## src/rtl/matvec_result_packer.sv

```systemverilog
// Collects one matrix-vector result stream into a row buffer and drains it as
// BANDWIDTH-wide chunks over valid/ready. Optional bias add: MATVEC_PACKER_BIAS_ADD_EN.
module matvec_result_packer #(
  parameter int MAX_ROWS   = 64,
  parameter int BANDWIDTH  = 4,
  parameter int DATA_WIDTH = 16
) (
  input  logic                          clk,
  input  logic                          rst_n,
  input  logic                          start,
  input  logic [$clog2(MAX_ROWS+1)-1:0] num_rows,
  input  logic [DATA_WIDTH-1:0]         result_in,
  input  logic                          result_valid,
  input  logic                          bias_write_enable,
  input  logic [$clog2(MAX_ROWS)-1:0]   bias_base_addr,
  input  logic [DATA_WIDTH-1:0]         bias_in [0:BANDWIDTH-1],
  output logic [DATA_WIDTH-1:0]         out_data [0:BANDWIDTH-1],
  output logic                          out_valid,
  input  logic                          out_ready,
  output logic                          out_last,
  output logic                          busy,
  output logic                          done,
  output logic                          overflow
);

  localparam int NRW    = $clog2(MAX_ROWS + 1);
  localparam int AW     = $clog2(MAX_ROWS);
  localparam int NCHUNK = (MAX_ROWS + BANDWIDTH - 1) / BANDWIDTH;
  localparam int CW     = $clog2(NCHUNK + 1);

  localparam logic [1:0] S_IDLE    = 2'd0;
  localparam logic [1:0] S_COLLECT = 2'd1;
  localparam logic [1:0] S_DRAIN   = 2'd2;

  localparam logic [NRW-1:0]        MAX_ROWS_N = NRW'(MAX_ROWS);
  localparam logic [DATA_WIDTH-1:0] SAT_MAX    = {1'b0, {(DATA_WIDTH-1){1'b1}}};
  localparam logic [DATA_WIDTH-1:0] SAT_MIN    = {1'b1, {(DATA_WIDTH-1){1'b0}}};

  logic [1:0]            state_reg;
  logic [NRW-1:0]        rows_reg;
  logic [NRW-1:0]        row_idx_reg;
  logic [CW-1:0]         chunk_reg;
  logic                  done_reg;
  logic                  overflow_reg;
  logic [DATA_WIDTH-1:0] row_buf [MAX_ROWS];

  logic [NRW-1:0]        rows_clamped;
  logic [AW-1:0]         row_addr;
  logic [DATA_WIDTH-1:0] wr_data;
  logic                  last_chunk;

  assign rows_clamped = (num_rows > MAX_ROWS_N) ? MAX_ROWS_N : num_rows;
  assign row_addr     = row_idx_reg[AW-1:0];
  assign last_chunk   = ((int'(chunk_reg) + 1) * BANDWIDTH) >= int'(rows_reg);

`ifdef MATVEC_PACKER_BIAS_ADD_EN
  logic [DATA_WIDTH-1:0] bias_mem [MAX_ROWS];
  logic [DATA_WIDTH-1:0] bias_rd;
  logic [DATA_WIDTH:0]   sum_ext;

  always_ff @(posedge clk or negedge rst_n) begin
    if (!rst_n) begin
      for (int r = 0; r < MAX_ROWS; r++) bias_mem[r] <= '0;
    end else if (state_reg == S_IDLE && bias_write_enable) begin
      // Lanes whose address lands at or past MAX_ROWS simply match no row.
      for (int r = 0; r < MAX_ROWS; r++)
        for (int j = 0; j < BANDWIDTH; j++)
          if (int'(bias_base_addr) + j == r) bias_mem[r] <= bias_in[j];
    end
  end

  assign bias_rd = bias_mem[row_addr];
  assign sum_ext = {result_in[DATA_WIDTH-1], result_in} + {bias_rd[DATA_WIDTH-1], bias_rd};

  always_comb begin
    wr_data = sum_ext[DATA_WIDTH-1:0];
    if (sum_ext[DATA_WIDTH] != sum_ext[DATA_WIDTH-1])
      wr_data = sum_ext[DATA_WIDTH] ? SAT_MIN : SAT_MAX;
  end
`else
  logic unused_bias;

  always_comb begin
    unused_bias = bias_write_enable ^ (^bias_base_addr) ^ (^SAT_MAX) ^ (^SAT_MIN);
    for (int j = 0; j < BANDWIDTH; j++) unused_bias = unused_bias ^ (^bias_in[j]);
  end

  assign wr_data = result_in;
`endif

  always_ff @(posedge clk or negedge rst_n) begin
    if (!rst_n) begin
      for (int r = 0; r < MAX_ROWS; r++) row_buf[r] <= '0;
    end else if (state_reg == S_COLLECT && result_valid) begin
      row_buf[row_addr] <= wr_data;
    end
  end

  always_ff @(posedge clk or negedge rst_n) begin
    if (!rst_n) begin
      state_reg    <= S_IDLE;
      rows_reg     <= '0;
      row_idx_reg  <= '0;
      chunk_reg    <= '0;
      done_reg     <= 1'b0;
      overflow_reg <= 1'b0;
    end else begin
      done_reg <= 1'b0;
      case (state_reg)
        S_IDLE: begin
          if (start && num_rows != '0) begin
            state_reg    <= S_COLLECT;
            rows_reg     <= rows_clamped;
            row_idx_reg  <= '0;
            chunk_reg    <= '0;
            // A result coinciding with the start is stray: clear, then flag it.
            overflow_reg <= result_valid;
          end else if (result_valid) begin
            overflow_reg <= 1'b1;
          end
        end
        S_COLLECT: begin
          if (result_valid) begin
            row_idx_reg <= row_idx_reg + 1'b1;
            if (row_idx_reg == rows_reg - 1'b1) begin
              state_reg <= S_DRAIN;
              chunk_reg <= '0;
            end
          end
        end
        S_DRAIN: begin
          if (result_valid) overflow_reg <= 1'b1;
          if (out_ready) begin
            if (last_chunk) begin
              state_reg <= S_IDLE;
              done_reg  <= 1'b1;
            end else begin
              chunk_reg <= chunk_reg + 1'b1;
            end
          end
        end
        default: state_reg <= S_IDLE;
      endcase
    end
  end

  // Lane data is a pure function of chunk_reg and the frozen buffer, so it
  // holds steady under backpressure without a separate output register.
  genvar gi;
  generate
    for (gi = 0; gi < BANDWIDTH; gi++) begin : g_lane
      logic [31:0] lane_idx;
      assign lane_idx = 32'(chunk_reg) * BANDWIDTH + gi;
      assign out_data[gi] = (state_reg == S_DRAIN && lane_idx < 32'(rows_reg))
                            ? row_buf[lane_idx[AW-1:0]] : '0;
    end
  endgenerate

  assign out_valid = (state_reg == S_DRAIN);
  assign out_last  = (state_reg == S_DRAIN) && last_chunk;
  assign busy      = (state_reg != S_IDLE);
  assign done      = done_reg;
  assign overflow  = overflow_reg;

endmodule

```

## config.mk

```make
export PLATFORM = sky130hd
export DESIGN_NAME = matvec_result_packer
export DESIGN_NICKNAME = d
export VERILOG_FILES = /design/src/rtl/matvec_result_packer.sv
export SDC_FILE = /design/constraint.sdc
export NUM_CORES = 2
export LEC_CHECK = 0
export ABC_AREA = 1
export BUFFER_PORTS_ARGS = -buffer_cell sky130_fd_sc_hd__buf_2
export CELL_PAD_IN_SITES_DETAIL_PLACEMENT = 1
export CELL_PAD_IN_SITES_GLOBAL_PLACEMENT = 2
export CORE_UTILIZATION = 41
export DETAILED_ROUTE_END_ITERATION = 12
export PLACE_DENSITY = 0.92
export SETUP_SLACK_MARGIN = 0.02
export SLEW_MARGIN = 20
export SYNTH_ARGS = -nofsm -noshare
export SYNTH_HDL_FRONTEND = slang
export SYNTH_SLANG_ARGS = --single-unit
```

## constraint.sdc

```tcl
create_clock -name clk -period 5.6 [get_ports clk]
set_input_delay 1.4 -clock clk [delete_from_list [all_inputs] [get_ports clk]]
set_output_delay 1.4 -clock clk [all_outputs]
set_load 0.005 [all_outputs]
```

==> results.json <==
{
  "status": "complete, no violations",
  "yosys.area_share.simple_pct": 19.2,
  "worstMarginPinSlew_ns": 1.12,
  "clock.fmax_ghz": 0.182,
  "hold_ws_ns": 0.481,
  "syn_avg_cell_area_sq_um": 8.23,
  "start_kind": "register",
  "cts_tree": "built",
  "slew_headroom_pct": 25.6,
  "grt_usage_pct": 27.7,
  "min_period_over_period_pct": 98.1,
  "clockBufferDepth": 3,
  "final_cell_count_no_fill": 7161,
  "dpl.cell_count": 6950,
  "synth_top_family_by_area": "compound AO/OA/AOI/OAI gates",
  "final_cell_area_sq_mm": 0.0524,
  "cts_setup_buffers": 0,
  "ctsHoldBuffers": 0,
  "grt_pass1_vias": 41810,
  "synth.largest_area_cell": "dfrtp_1",
  "post-dp-hpwl_mm": 92.4,
  "layout_common_cells": "nand2_1 (1,874), o21ai_0 (1,119), dfrtp_1 (1,043), a21oi_1 (403), nand3_1 (246)",
  "io_buffer_count": 96,
  "die_y_um": 341,
  "routed-via-count": 40815,
  "setup_violations": 0,
  "postSynthCellCount": 5727,
  "rsz0062_at_grt": "false",
  "slowest_delay_ns": 0.84,
  "synthDistinctLibCells": 36,
  "initial_utilization_pct": 41.3,
  "final_common_cell": "nand2_1",
  "cp.required_ns": 4.20,
  "critPathBufInv": 3,
  "rr_worst_depth": 15,
  "n_fill_cell": 13699,
  "htreeDepth": 3,
  "cpLargestDelayFamily": "compound AO/OA/AOI/OAI gates",
  "whs_path_depth": 2,
  "multi_input_area_sq_mm": 0.0186,
  "period_needed_ns": 5.49,
  "end_kind": "output port",
  "area_delta_synth_final_pct": 11.2,
  "finalPower_mw": 21.9,
  "grt_max_degree": 159,
  "dpl-instance-area_sq_mm": 0.0487,
  "synth_compound_area_share_pct": 19.5,
  "vias_per_cell": 5.70,
  "crit_slowest_cell": "o311ai_0",
  "post_cts_resized": 0,
  "swShare_pct": 33.2,
  "seqCellArea_sq_mm": 0.0262,
  "die-area_sq_mm": 0.116,
  "core_sq_mm": 0.114,
  "met2WireLength_mm": 75.1,
  "synthesis.area_sq_mm": 0.0471,
  "synth_top_area_share_pct": 55.6,
  "syn_nets": 5841,
  "clock_latency_ns": 0.72,
  "pwr-share-comb_pct": 22.4,
  "fp-row-count": 124,
  "die_w_um": 341,
  "clockRootBuffer": "clkbuf_16",
  "cp_max_fo": 92,
  "synthMuxAreaShare_pct": 0,
  "hold_class": "reg2reg",
  "drc": 0,
  "largest_reg_flops": 1024,
  "antenna_found_initial": 6,
  "cts_buffers": 112,
  "wl_met1_mm": 73.1,
  "path_class": "reg2out",
  "wl_mm": 160,
  "gp_congestion": 0.821,
  "power.density_mw_per_mm2": 418,
  "io_pins": 168,
  "met3_length_mm": 7.68,
  "p_seq_share_pct": 43.7,
  "grt_first_pass_wirelength_mm": 252,
  "fin_tns_setup_ns": 0,
  "wl_per_cell_um": 22.4,
  "grt_remaining_overflow": 0,
  "maxCapViolations": 0,
  "antenna_left": 0,
  "synth.area.top_cells": "dfrtp_1 (56%), nand2_1 (15%), o21ai_0 (12%)",
  "path_clk_slew_ns": 0.06,
  "dr.pass1.iters": 5,
  "p_leak_nw": 23.9,
  "p_clk_share_pct": 33.9,
  "p_int_mw": 14.6,
  "synth_xor_xnor_area_share_pct": 0.167,
  "drv_slew": 0,
  "synthAdderAreaFrac_pct": 0.398,
  "ys_seq_elements": 1047,
  "hold_violations": 0,
  "clock-sinks": 1047,
  "fin_skew_ns": 0.0328,
  "path_cells": "inv_8, buf_12, a21oi_1, o311ai_0, nand2_1, nor2_1, buf_2",
  "ys_seq_area_share_pct": 55.6,
  "critPathArrivalTime_ns": 4.09,
  "drive_gt1_share_pct": 7.81,
  "drt_iter0_drc": 3284,
  "yosys_warnings": 0,
  "max-vdd-ir-drop_mv": 0.315,
  "dr.max_layer_used": "met4",
  "fin_nets": 5666,
  "switchingPower_mw": 7.27,
  "cp.depth": 7
}
[metrics by stage]
step / util (%) / setup WS [ns]
detailed placement: 42.6 / 0.909
global placement: 42.6 / 0.866
CTS: 45.8 / 0.137
floorplan: - / 1.94
global route: 45.9 / 0.101
finish: 45.9 / 0.107
[cells by family (layout without fill, tap and decap cells)]
family	Yosys count	after routing
compound gates	1727	1727
other cells	0	4
flops	1047	1047
xor+xnor	9	9
buf+inv	618	536
simple gates	2311	2311
fa+ha+maj	15	15
[synthesized netlist by cell type (all sizes together)]
cell / count
a221oi: 25
inv: 99
a22oi: 51
o22ai: 10
xnor2: 2
a22o: 48
dfrtp: 1047
buf: 104
a31oi: 12
o21ai: 1145
nand3: 246
a211oi: 1
nor3: 21
ha: 15
clkbuf: 399
nand2: 1903
xor2: 7
o221ai: 3
nor2: 133
clkinv: 16
and2: 1
o21a: 1
o211ai: 1
a311oi: 1
o311ai: 14
nand4: 7
a32o: 12
a21oi: 403
[area by class of cell]
class,count,area share (%)
antenna,4,0.0191
clock buffer,184,6.60
clock inverter,23,0.349
inverter,115,0.862
multi-input combinational,4062,35.5
sequential,1047,50.0
tap,1512,3.61
timing repair buffer,214,3.03
[tightest hold or removal path: cells and delay by family (launching register included)]
| family | cells | cell delay [ns] |
|---|---|---|
| AOI/OAI and AO/OA | 1 | 0.05 |
| DFF | 1 | 0.34 |
| and+or+nand+nor | 1 | 0.05 |
[path summary, 6_finish.rpt]
check                                         start                       end  slack (ns)
min in group asynchronous                     rst_n  row_buf[488]$_DFFE_PN0P_        0.80
max                        chunk_reg[0]$_DFFE_PN0P_               out_data[6]        0.11
min                        row_buf[295]$_DFFE_PN0P_  row_buf[295]$_DFFE_PN0P_        0.48
min reg2reg                row_buf[295]$_DFFE_PN0P_  row_buf[295]$_DFFE_PN0P_        0.48
max in group asynchronous                     rst_n   row_buf[66]$_DFFE_PN0P_        3.40
max reg2reg                chunk_reg[0]$_DFFE_PN0P_  chunk_reg[0]$_DFFE_PN0P_        1.89
[metal layers]
metal	track usage, %	vias to the layer above
met3	3.22	217
met1	38.5	20961
met5	0	-
met2	45.4	945
li1	-	18692
met4	8.21	0
[power groups by stage]
stage                     Combinational [mW]  Sequential [mW]  Clock (mW)
final                                   4.90             9.57        7.42
after floorplan                         3.44             9.55           0
after global placement                  4.71             9.59           0
after global routing                    5.49             9.70        7.80
after CTS                               4.90             9.54        7.53
after detailed placement                4.86             9.66           0
Note: power is estimated with default switching activity, not from simulation.
